## src/rtl/clk_div_ctrl.sv

```systemverilog
// clk_div_ctrl: programmable 50%-duty clock divider.
// A new divisor written while running takes effect only at a period boundary,
// and a stop request always lets the current high phase finish first.
// Optional feature: define CLK_DIV_CTRL_PERIOD_CNT_EN to add the 32-bit
// period_cnt output, which counts out_tick pulses.

module clk_div_ctrl #(
    parameter int C_DIV_WIDTH   = 16,
    parameter int C_DEFAULT_DIV = 16
) (
    input  logic                   aclk,
    input  logic                   aresetn,
    input  logic                   enable,
    input  logic [C_DIV_WIDTH-1:0] cfg_div,
    input  logic                   cfg_valid,
    output logic                   cfg_ready,
    output logic                   out_clk,
    output logic                   out_tick,
`ifdef CLK_DIV_CTRL_PERIOD_CNT_EN
    output logic [31:0]            period_cnt,
`endif
    output logic                   busy
);

    // Half-period reload value: bit 0 of the divisor is dropped, and anything
    // below 2 is treated as 2, so H = div/2 - 1 never underflows.
    function automatic logic [C_DIV_WIDTH-1:0] half_cnt(input logic [C_DIV_WIDTH-1:0] d);
        logic [C_DIV_WIDTH-1:0] h;
        h = d >> 1;
        if (h == '0) h = {{(C_DIV_WIDTH-1){1'b0}}, 1'b1};
        return h - 1'b1;
    endfunction

    localparam logic [C_DIV_WIDTH-1:0] DEF_H = half_cnt(C_DIV_WIDTH'(C_DEFAULT_DIV));

    typedef enum logic [1:0] {S_IDLE, S_RUN, S_PEND, S_STOP} state_t;

    state_t                 state_q, state_d;
    logic [C_DIV_WIDTH-1:0] cnt_q, cnt_d;
    // pend_h mirrors act_h whenever no update is pending, so applying it
    // unconditionally on IDLE entry is harmless.
    logic [C_DIV_WIDTH-1:0] act_h_q, act_h_d;
    logic [C_DIV_WIDTH-1:0] pend_h_q, pend_h_d;
    logic                   clk_q, clk_d;
    logic                   tick_q, tick_d;

    logic                   xfer;
    logic                   at_zero;
    logic [C_DIV_WIDTH-1:0] cfg_h;

    assign cfg_ready = aresetn && ((state_q == S_IDLE) || (state_q == S_RUN));
    assign busy      = (state_q != S_IDLE);
    assign out_clk   = clk_q;
    assign out_tick  = tick_q;
    assign xfer      = cfg_valid && cfg_ready;
    assign at_zero   = (cnt_q == '0);
    assign cfg_h     = half_cnt(cfg_div);

    // State and datapath registers; reset discards the running period and any pending divisor
    always_ff @(posedge aclk or negedge aresetn) begin
        if (!aresetn) begin
            state_q  <= S_IDLE;
            cnt_q    <= DEF_H;
            act_h_q  <= DEF_H;
            pend_h_q <= DEF_H;
            clk_q    <= 1'b0;
            tick_q   <= 1'b0;
        end else begin
            state_q  <= state_d;
            cnt_q    <= cnt_d;
            act_h_q  <= act_h_d;
            pend_h_q <= pend_h_d;
            clk_q    <= clk_d;
            tick_q   <= tick_d;
        end
    end

    // Next-state, counter and divisor update logic
    always_comb begin
        state_d  = state_q;
        cnt_d    = cnt_q;
        act_h_d  = act_h_q;
        pend_h_d = pend_h_q;
        clk_d    = clk_q;
        tick_d   = 1'b0;

        // Shared half-period counter for every running state
        if (state_q != S_IDLE) begin
            if (at_zero) begin
                cnt_d  = act_h_q;
                clk_d  = ~clk_q;
                tick_d = ~clk_q;
            end else begin
                cnt_d = cnt_q - 1'b1;
            end
        end

        case (state_q)
            S_IDLE: begin
                clk_d = 1'b0;
                cnt_d = act_h_q;
                if (xfer) begin
                    act_h_d  = cfg_h;
                    pend_h_d = cfg_h;
                    cnt_d    = cfg_h;
                end
                if (enable) state_d = S_RUN;
            end
            S_RUN: begin
                if (xfer) pend_h_d = cfg_h;
                if (!enable)   state_d = S_STOP;
                else if (xfer) state_d = S_PEND;
            end
            S_PEND: begin
                if (!enable) begin
                    state_d = S_STOP;
                end else if (at_zero && clk_q) begin
                    // Falling edge is the period boundary: swap divisors here
                    cnt_d   = pend_h_q;
                    act_h_d = pend_h_q;
                    state_d = S_RUN;
                end
            end
            S_STOP: begin
                // Low and freshly reloaded means the last high phase is complete
                if (!clk_q && (cnt_q == act_h_q)) begin
                    state_d = S_IDLE;
                    clk_d   = 1'b0;
                    tick_d  = 1'b0;
                    cnt_d   = pend_h_q;
                    act_h_d = pend_h_q;
                end
            end
            default: state_d = S_IDLE;
        endcase
    end

`ifdef CLK_DIV_CTRL_PERIOD_CNT_EN
    // Free-running count of completed out_tick pulses, wraps naturally
    always_ff @(posedge aclk or negedge aresetn) begin
        if (!aresetn)    period_cnt <= 32'd0;
        else if (tick_q) period_cnt <= period_cnt + 32'd1;
    end
`endif

endmodule

```

## config.mk

```make
export PLATFORM = sky130hd
export DESIGN_NAME = clk_div_ctrl
export DESIGN_NICKNAME = d
export VERILOG_FILES = /design/src/rtl/clk_div_ctrl.sv
export SDC_FILE = /design/constraint.sdc
export NUM_CORES = 1
export LEC_CHECK = 0
export CAP_MARGIN = 20
export CORE_ASPECT_RATIO = 1.2
export CORE_MARGIN = 4
export CORE_UTILIZATION = 45
export DETAILED_ROUTE_END_ITERATION = 12
export GPL_ROUTABILITY_DRIVEN = 0
export PLACE_DENSITY_LB_ADDON = 0.1
export SYNTH_ARGS = -nofsm -noshare
export SYNTH_HDL_FRONTEND = slang
export SYNTH_SLANG_ARGS = --single-unit
export TNS_END_PERCENT = 5
```

## constraint.sdc

```tcl
create_clock -name aclk -period 5.8 [get_ports aclk]
set_clock_uncertainty 0.1 [all_clocks]
set_input_delay 1.16 -clock aclk [delete_from_list [all_inputs] [get_ports aclk]]
set_output_delay 1.16 -clock aclk [all_outputs]
set_load 0.05 [all_outputs]
```

# Word-level counts from Yosys, hierarchy flattened
# Index checks and enable logic that the tools add are counted.
# classes
add_sub_neg	2
eq_ne	10
mux	27
n_bitwise	1
n_reduce_logical	15
# ops
cell	n
16-bit 2-to-1 mux	9
16-bit one-hot mux with 3 select lines	2
16-bit logical NOT	2
16-bit equality test	1
15-bit by 1-bit subtractor with 16-bit output (second input constant)	1
16-bit by 1-bit subtractor with 16-bit output (second input constant)	1
15-bit 2-to-1 mux	1
2-bit 2-to-1 mux	6
2-bit != test (second input constant)	4
2-bit one-hot mux with 4 select lines	1
4-bit AND reduction	2
1-bit 2-to-1 mux	7
3-bit != test (second input constant)	2
2-bit equality test (second input constant)	2
1-bit logical AND	4
3-bit nonzero test	1
2-bit by 1-bit equality test with 1-bit output (second input constant)	1
2-bit logical NOT	1
1-bit one-hot mux with 2 select lines	1
2-bit AND reduction	1
2-bit nonzero test	1
2-bit OR reduction	1
1-bit logical NOT	1
1-bit logical OR	1
1-bit NOT	1
# word_totals
regBits	52
inputBits	20
output_inout_bits	4
wordCells	61

# Logic depth before layout (Yosys ltp)
# Gate-level depths: netlist of run 1.
# depth
depth_word	7
depth_mapped	12
depth_no_buf	11

# Worst setup path after synthesis of run 1
# Ideal clock, no wire load.
# synth_path
kind	in2reg
start	in cfg_div[8]
end	reg act_h_q[10]
t_arrival_ns	3.265
required_ns	5.579
setup_slack_ns	2.314
cell_stages	11
path_buffers	0
path_cell_list	nor4_1 > nand3_1 > nor2_1 > nor2_1 > ha_1 > nor2b_1 > and2_1 > nand2_1 > xor2_1 > o21ai_0 > a22o_1
# synth_between
elab_chain_len	5
# synth_rtl
item	line	rtl
start: declaration	14	input logic [C_DIV_WIDTH-1:0] cfg_div,
16-bit logical NOT	30	if (h == '0) h = {{(C_DIV_WIDTH-1){1'b0}}, 1'b1};
15-bit 2-to-1 mux *	30	
15-bit by 1-bit subtractor with 16-bit output *	31	return h - 1'b1;
16-bit 2-to-1 mux *	n/a	
16-bit one-hot mux with 3 select lines *	98	case (state_q)
end signal: assignment	71	act_h_q <= act_h_d;
end: declaration	42	logic [C_DIV_WIDTH-1:0] act_h_q, act_h_d;
# Mark *: on every way between the ends. The rest lies on a longest branch, timed or not.
# A chain may end at the register's enable or synchronous reset.

# Worst setup path in the final report of run 1
# layout_path
start	in cfg_div[3]
end	reg cnt_q[12]
# layout_between
elab_chain_len	5
# layout_rtl
item	line	rtl
16-bit logical NOT	30	
15-bit 2-to-1 mux *	30	
15-bit by 1-bit subtractor with 16-bit output *	31	
16-bit 2-to-1 mux *	102	if (xfer) begin
16-bit one-hot mux with 3 select lines *	98	
net cnt_d[12]	39	logic [C_DIV_WIDTH-1:0] cnt_q, cnt_d;
end signal: assignment	70	cnt_q <= cnt_d;
end: declaration	39	
# The timed path passes the listed nets; every way through them passes the cells marked *.

==> results of run 1 <==
## kinds of logic after synthesis
kind of cell	Yosys count	synth area share [%]
fa+ha+maj	8	2.75
buf+inv	41	4.60
simple gates	159	22.2
mux	9	2.65
compound gates	135	25.5
xor+xnor	26	6.25
flops	52	36.0
## cell usage after synthesis, types with 5 or more instances
cell type   n
a21oi_1    16
a22o_1      6
a2bb2oi_1   8
and2_1      8
buf_2       5
clkbuf_1   17
dfrtp_1    43
dfstp_2     9
ha_1        8
inv_1      15
mux2_2      5
nand2_1    42
nand3_1    13
nor2_1     48
nor2b_1     5
nor3_1     11
nor4_1     10
o21a_1      6
o21ai_0    36
o221ai_1    7
o22ai_1    10
xnor2_1     6
xor2_1     20
## worst reg2reg max path, stage by stage (launching register included)
cell	delay, ns
dfstp_2	0.41
inv_1	0.08
ha_1	0.26
nor4b_1	0.35
and4_1	0.42
ha_1	0.25
nand2_1	0.21
a21oi_1	0.50
and2_1	0.46
o221ai_1	0.19
## how the worst max path moves through the flow
stage                        endpoint  slack (ns)  cells past startpoint
after floorplan           act_h_q[10]        2.31                     11
after global placement      cnt_q[12]        1.42                     12
after detailed placement    cnt_q[12]        1.34                     12
after global routing        cnt_q[12]        1.42                     12
after CTS                   cnt_q[12]        1.67                     12
final                       cnt_q[12]        1.69                     12
## state kept, by name (all words and copies together) (netlist names)
name / flops
pend_h_q: 16
out_clk: 1
state_q: 2
act_h_q: 16
out_tick: 1
cnt_q: 16
## where the power goes
part / internal (mW) / total, mW / switching [mW] / leakage, nW
Clock: 0.173 / 0.298 / 0.125 / 0.0654
Combinational: 0.517 / 1.28 / 0.767 / 0.940
Sequential: 0.548 / 0.765 / 0.217 / 0.616
## layout make-up
cell class / count / area, um^2
multi-input cells: 337 / 2160
fillers: 762 / 3740
flip-flops and latches: 52 / 1310
clock buffers: 6 / 72.6
well taps: 92 / 115
inverters: 16 / 60.1
repair buffers: 30 / 275
clock inverters: 2 / 60.1
## metrics by stage
stage,utilization [%],setup WS (ns)
after CTS,52.1,1.67
after global routing,52.1,1.42
after detailed placement,50.4,1.34
final,52.1,1.69
after global placement,50.4,1.42
after floorplan,-,2.31
## per-layer routing
layer / vias to the layer above / part of all wire, % / GRT usage [%]
li1: 1599 / - / -
met1: 1645 / 43 / 28.2
met2: 110 / 49 / 39.6
met3: 23 / 5.4 / 3.11
met4: 0 / 2.5 / 7.00
met5: - / 0 / 0
==> reports/metrics.csv, run 1 <==
metric;value;unit
status;complete, no violations;
fin_setup_tns;0;ns
post_cts_buffers;0;
min_path_type;flop to flop;
wirelength;10.6;mm
setup_viol;0;
rrSetupSlack;2.44;ns
yosysTopAreaCell;dfrtp_1;
worstHoldPathCells;2;
p_leak;1.62;nW
synthTopCellsByArea;dfrtp_1 (30%), dfstp_2 (6.5%), o21ai_0 (4.9%);
syn_area;3640;um^2
die_x;90.1;um
startpoint;cfg_div[3];
core_area;7790;um^2
finalCritPeriodShare;70.9;%
worst_ep_arrival_time;4.18;ns
yosys_most_used_dff;dfrtp_1;
finalPower;2.35;mW
holdWs;0.380;ns
worstSkewPairLatency;0.30;ns
async_flop_share;100;%
grt_max_degree;54;
cts_hold_buf;0;
drtAntennaViolNets;0;
layout_common_cells;nor2_1 (48), dfrtp_1 (43), nand2_1 (42);
ff2ff_path_depth;9;
min_period;4.11;ns
antenna_found_initial;0;
place_area;3930;um^2
yosys_warnings;0;
die-area;9600;um^2
hp-start;pend_h_q[0];
cp_data_required_time;5.87;ns
cp_slowest_cell;nor3_1;
post_cts_resized;0;
cts-buffers-inserted;5;
ctsRootBufferMaster;clkbuf_8;
num_rows;35;
ys_ff_latch;52;
ios;24;
fmaxAchievable;0.243;GHz
drtIter0Drc;259;
hold_viol_final;0;
final_cells;535;
wl_per_cell;19.8;um
drc;0;
cp-start-kind;primary input;
path_clk_slew;0.10;ns
yosysSeqAreaShare;36.0;%
grt_usage;22.4;%
cts_tree;done;
path_buf_inv;1;
synthCells;430;
antenna_cells;0;
ir_drop;0.197;mV
ctsLongestPathBuffers;2;
worst_slew_pin_slew;0.961;ns
synth_cell_type_count;66;
rsz0062_at_grt;no;
rr_endpoint;cnt_q[12];
dp_hpwl;7.48;mm
p_per_area;578;nW/um^2
drive_gt1_share;8.58;%
num_vias;3377;
num-nets-final;470;
synth_edf_count;0;
syn_to_final_growth;11.4;%
final_common_cell;nor2_1;
critical_path_class;primary input to flop;
port_buffers;22;
viasPerCell;6.31;
crit_path_max_incr_delay;0.55;ns
die_h;107;um
max_slew_margin;35.4;%
cp-end-kind;flop;
grt_pass1_vias;3208;
avgSynthCellArea;8.47;um^2
crit_fanout;6;
yosysTopAreaCellShare;29.5;%
fin_area;4060;um^2
grt_pass1_wl;17.1;mm
start_util;46.7;%
reg2reg_from;cnt_q[0];
place_inst;527;
dr.pass1.iters;5;
syn_nets;458;
slew_viol_final;0;
grt.overflow.total;0;
maxCapViolCount;0;
worstPathCellList;clkdlybuf4s50_1 > nor3_1 > nand3b_1 > nor2_1 > nor2_1 > ha_1 > nor2b_1 > and2_1 > nand3_1 > xor2_1 > and2_1 > o221ai_1;
path_delay_family;simple AND/OR/NAND/NOR gates;
htreeDepth;2;
hold_path_end;pend_h_q[0];
clock_sinks;52;
No activity file was read; power rests on OpenSTA's default activity.
==> run 2, diff against run 1 <==
- clock period: 5.8 -> 4.2 ns (I/O delays scaled with it)
==> run 2 against run 1 <==
Final area is 0.43% lower. Setup slack lost 1.0 ns. First-iteration DRC count increased by 3.9%. Clock power barely moved. Cell count up 0.56%. Utilization shrank 0.22 points. Sequential cell count stayed put. Global-route usage shrank 0.35 points. Sequential share of layout area increased by 0.14 points.
==> reports/metrics.csv, run 2 (same netlist as run 1, synthesis figures left out) <==
metric;value;unit;change
grt.overflow.total;0;;unchanged
dr.pass1.iters;5;;unchanged
num_vias;3357;;was 3,377
wirelength;10.4;mm;was 10.6 mm
slew_viol_final;0;;unchanged
drive_gt1_share;9.19;%;was 8.58%
final_common_cell;nor2_1;;unchanged
worstHoldPathCells;2;;unchanged
status;complete, no violations;;unchanged
p_per_area;772;nW/um^2;was 578 nW/um^2
p_leak;1.61;nW;was 1.62 nW
port_buffers;22;;unchanged
syn_to_final_growth;10.9;%;was 11.4%
die_h;107;um;unchanged
path_buf_inv;1;;unchanged
worstPathCellList;clkdlybuf4s50_1 > nor4_1 > nand3_1 > nor2_1 > nor2_1 > ha_1 > nor2b_1 > and2_1 > nand3_1 > xor2_1 > and2_1 > o221ai_1;;was clkdlybuf4s50_1 > nor3_1 > nand3b_1 > nor2_1 > nor2_1 > ha_1 > nor2b_1 > and2_1 > nand3_1 > xor2_1 > and2_1 > o221ai_1
core_area;7790;um^2;unchanged
cp_slowest_cell;nor4_1;;was nor3_1
gr-usage-met3;2.90;%;was 3.11%
cts_hold_buf;0;;unchanged
critical_path_class;primary input to flop;;unchanged
start_util;46.7;%;unchanged
wl_per_cell;19.4;um;was 19.8 um
nFillCells;760;;was 762
grt_usage;22.0;%;was 22.4%
grt_pass1_vias;3237;;was 3,208
grt-busiest-layer;met2;;unchanged
cts-buffers-inserted;5;;unchanged
ctsLongestPathBuffers;2;;unchanged
die_x;90.1;um;unchanged
cp-start-kind;primary input;;unchanged
worst_ep_arrival_time;3.62;ns;was 4.18 ns
drc;0;;unchanged
fmaxAchievable;0.282;GHz;
path_delay_family;simple AND/OR/NAND/NOR gates;;unchanged
cp-end-kind;flop;;unchanged
drtAntennaViolNets;0;;unchanged
rsz0062_at_grt;no;;unchanged
min_period;3.55;ns;
ctsRootBufferMaster;clkbuf_8;;unchanged
htreeDepth;2;;unchanged
finalCritPeriodShare;84.5;%;
antenna_found_initial;0;;unchanged
reg2reg_from;cnt_q[0];;unchanged
use_met1;28.3;%;was 28.2%
num-nets-final;473;;was 470
antenna_cells;0;;unchanged
grt_pass1_wl;16.8;mm;was 17.1 mm
worst_slew_pin_slew;0.929;ns;was 0.961 ns
min_path_type;flop to flop;;unchanged
grt_max_degree;54;;unchanged
hp-start;pend_h_q[0];;unchanged
drtIter0Drc;269;;was 259
fin_area;4040;um^2;was 4060 um^2
worstSkewPairLatency;0.31;ns;was 0.30 ns
hold_viol_final;0;;unchanged
cts_tree;done;;unchanged
fin_setup_tns;0;ns;unchanged
cp_data_required_time;4.27;ns;was 5.87 ns
num_rows;35;;unchanged
reg_top3;act_h_q (16), cnt_q (16), pend_h_q (16);;unchanged
post_cts_buffers;0;;unchanged
die-area;9600;um^2;unchanged
ff2ff_path_depth;9;;unchanged
crit_fanout;4;;was 6
dp_hpwl;7.39;mm;was 7.48 mm
viasPerCell;6.24;;was 6.31
crit_path_max_incr_delay;0.51;ns;was 0.55 ns
layout_common_cells;nor2_1 (48), dfrtp_1 (43), nand2_1 (42);;unchanged
max_slew_margin;37.8;%;was 35.4%
setup_viol;0;;unchanged
rr_endpoint;cnt_q[12];;unchanged
post_cts_resized;0;;unchanged
path_clk_slew;0.10;ns;about the same
maxCapViolCount;0;;unchanged
use_met2;37.5;%;was 39.6%
rrSetupSlack;0.96;ns;was 2.44 ns
ios;24;;unchanged
startpoint;cfg_div[11];;was cfg_div[3]
hold_path_end;pend_h_q[0];;unchanged
place_area;3940;um^2;was 3930 um^2
clock_sinks;52;;unchanged
ir_drop;0.322;mV;was 0.197 mV
[run 2: cell types whose count changed in the layout (fill, tap and decap cells not counted), sizes merged]
| cell | previous run | this run |
|---|---|---|
| bufinv | 2 | 0 |
| clkinvlp | 0 | 1 |
| buf | 9 | 12 |
| inv | 15 | 16 |
[run 2: worst max path at each step]
stage,endpoint,cells after the start
floorplan,act_h_q[10],11
global placement,cnt_q[12],12
detailed placement,cnt_q[12],12
CTS,cnt_q[12],12
global route,cnt_q[12],12
finish,cnt_q[12],12
[run 2: final cells by class]
type / count / area [um^2] / share of cell area, %
clock buffers: 6 / 72.6 / 1.80
clock inverters: 2 / 16.3 / 0.403
inverters: 16 / 60.1 / 1.49
multi-input cells: 337 / 2160 / 53.5
flip-flops and latches: 52 / 1310 / 32.5
well taps: 92 / 115 / 2.85
repair buffers: 33 / 302 / 7.46
[run 2: tightest hold or removal path, cell delays in order, from the launching register on]
cell and delay [ns]:
dfstp_2 0.39, nand2_1 0.05, nand2_1 0.05
[run 2: power by group]
part	total (mW)	switching (mW)	internal (mW)
Sequential	1.06	0.298	0.757
Combinational	1.77	1.04	0.722
Clock	0.299	0.179	0.120
Total	3.12	1.52	1.60
[run 2: routing by layer]
layer	routed length (um)	part of all wire, %
met1	4610	44
met2	5090	49
met3	441	4.2
met4	302	2.9
met5	0	0
[run 2: stage by stage]
step / hold slack (ns) / power, mW / setup slack (ns) / util [%] / instances
CTS: 0.384 / 3.10 / 0.646 / 51.7 / 537
floorplan: 0.347 / 2.30 / 1.03 / - / 430
global placement: 0.358 / 2.77 / 0.329 / 50.5 / 529
detailed placement: 0.366 / 2.80 / 0.309 / 50.5 / 529
global route: 0.408 / 3.36 / 0.492 / 51.8 / 538
finish: 0.380 / 3.12 / 0.650 / 51.8 / 538
==> run 3, diff against run 2 <==
- clock period: 4.2 -> 3.45 ns (I/O delays scaled with it)
==> run 3 against run 2 <==
Sequential power up 22%. Clock-buffer cell count stayed put. Via count is 4.4% higher. Sequential share of layout area decreased by 1.5 points. Clock power up 70%. Non-clock buffer count increased by 22. Register-to-register slack worse by 0.43 ns.
==> reports/metrics.csv, run 3 (same netlist as run 1, synthesis figures left out) <==
metric;value;unit;change
fin_area;4240;um^2;was 4040 um^2
cp_data_required_time;3.54;ns;was 4.27 ns
p_leak;1.75;nW;was 1.61 nW
num-nets-final;495;;was 473
clock_sinks;52;;unchanged
max_slew_margin;57.1;%;was 37.8%
dr.pass1.iters;5;;unchanged
antenna_found_initial;0;;unchanged
drtIter0Drc;324;;was 269
critical_path_class;primary input to flop;;unchanged
grt_pass1_wl;17.6;mm;was 16.8 mm
path_buf_inv;2;;was 1
post_cts_buffers;0;;unchanged
crit_path_max_incr_delay;0.42;ns;was 0.51 ns
ios;24;;unchanged
die_h;107;um;unchanged
cp-end-kind;flop;;unchanged
startpoint;cfg_div[12];;was cfg_div[11]
path_delay_family;simple AND/OR/NAND/NOR gates;;unchanged
rr_endpoint;cnt_q[13];;was cnt_q[12]
drive_gt1_share;13.9;%;was 9.19%
worst_slew_pin_slew;0.642;ns;was 0.929 ns
crit_fanout;4;;unchanged
rrSetupSlack;0.53;ns;was 0.96 ns
reg2reg_from;cnt_q[0];;unchanged
pre_cts_ws;0.0506;ns;was 0.309 ns
status;complete, no violations;;unchanged
hold_viol_final;0;;unchanged
htreeDepth;2;;unchanged
slew_viol_final;0;;unchanged
finalCritPeriodShare;88.0;%;
dp_hpwl;7.98;mm;was 7.39 mm
rsz0062_at_grt;no;;unchanged
syn_to_final_growth;16.4;%;was 10.9%
min_period;3.03;ns;
start_util;46.7;%;unchanged
cts_hold_buf;0;;unchanged
worstPathCellList;clkdlybuf4s50_1 > nor4_1 > buf_4 > nand3_1 > nor2_1 > nor2_1 > ha_1 > nor2b_1 > and2_1 > nand3_1 > xor2_1 > and2_1 > o221ai_1;;was clkdlybuf4s50_1 > nor4_1 > nand3_1 > nor2_1 > nor2_1 > ha_1 > nor2b_1 > and2_1 > nand3_1 > xor2_1 > and2_1 > o221ai_1
drtAntennaViolNets;0;;unchanged
cp.depth;13;;was 12
grt.overflow.total;0;;unchanged
ctsRootBufferMaster;clkbuf_8;;unchanged
cts_tree;done;;unchanged
ff2ff_path_depth;9;;unchanged
core_area;7790;um^2;unchanged
wirelength;10.8;mm;was 10.4 mm
worstSetupEndpoint;cnt_q[12];;unchanged
p_per_area;952;nW/um^2;was 772 nW/um^2
die-area;9600;um^2;unchanged
port_buffers;22;;unchanged
final_common_cell;nor2_1;;unchanged
viasPerCell;6.26;;was 6.24
reg_top3;act_h_q (16), cnt_q (16), pend_h_q (16);;unchanged
ctsLongestPathBuffers;2;;unchanged
cts-buffers-inserted;5;;unchanged
post_cts_resized;0;;unchanged
setup_ws;0.416;ns;was 0.650 ns
setup_viol;0;;unchanged
antenna_cells;0;;unchanged
layout_common_cells;nor2_1 (48), dfrtp_1 (43), nand2_1 (42);;unchanged
grt_pass1_vias;3370;;was 3,237
grt_max_degree;33;;was 54
fmaxAchievable;0.330;GHz;
num_vias;3506;;was 3,357
cp-start-kind;primary input;;unchanged
min_path_type;primary input to async pin;;was flop to flop
grt_usage;22.9;%;was 22.0%
path_clk_slew;0.10;ns;about the same
drc;0;;unchanged
maxCapViolCount;0;;unchanged
wl_per_cell;19.2;um;was 19.4 um
num_rows;35;;unchanged
worstSkewPairLatency;0.31;ns;about the same
die_x;90.1;um;unchanged
fin_setup_tns;0;ns;unchanged
ir_drop;0.426;mV;was 0.322 mV
worst_ep_arrival_time;3.12;ns;was 3.62 ns
cp_slowest_cell;clkdlybuf4s50_1;;was nor4_1
place_area;4110;um^2;was 3940 um^2
[run 3: worst min-delay path by stage]
stage | from | end | cells past startpoint
5_1_grt | aresetn | cnt_q[10] | 2
3_5_place_dp | pend_h_q[0] | pend_h_q[0] | 2
3_3_place_gp | pend_h_q[0] | pend_h_q[0] | 2
6_report | aresetn | state_q[0] | 2
4_1_cts | aresetn | state_q[0] | 2
2_1_floorplan | aresetn | act_h_q[10] | 0
[run 3: area by class of cell]
cell class                      instances  area [um^2]
Clock buffer                            6         72.6
Clock inverter                          2         60.1
Fill cell                             735         3550
Inverter                               16         60.1
Multi-Input combinational cell        337         2160
Sequential cell                        52         1310
Tap cell                               92          115
Timing Repair Buffer                   55          458
[run 3: power by group]
part | internal, mW | switching (mW) | leakage [nW]
clock network | 0.290 | 0.219 | 0.0654
registers | 0.921 | 0.369 | 0.616
logic | 0.937 | 1.30 | 1.07
total | 2.15 | 1.89 | 1.75
[run 3: routing by layer]
layer	up-vias	track usage, %	part of all wire (%)
li1	1658	-	-
met1	1702	29.2	44
met2	124	40.5	49
met3	22	2.69	4.2
met4	0	7.55	2.2
met5	-	0	0
[run 3: metrics by stage]
step	util [%]	hold slack [ns]	cells	total power, mW
finish	54.4	0.297	560	4.03
global route	54.4	0.350	560	4.32
CTS	54.4	0.315	560	4.01
detailed placement	52.7	0.369	552	3.50
global placement	52.7	0.358	552	3.44
floorplan	-	0.294	430	2.80
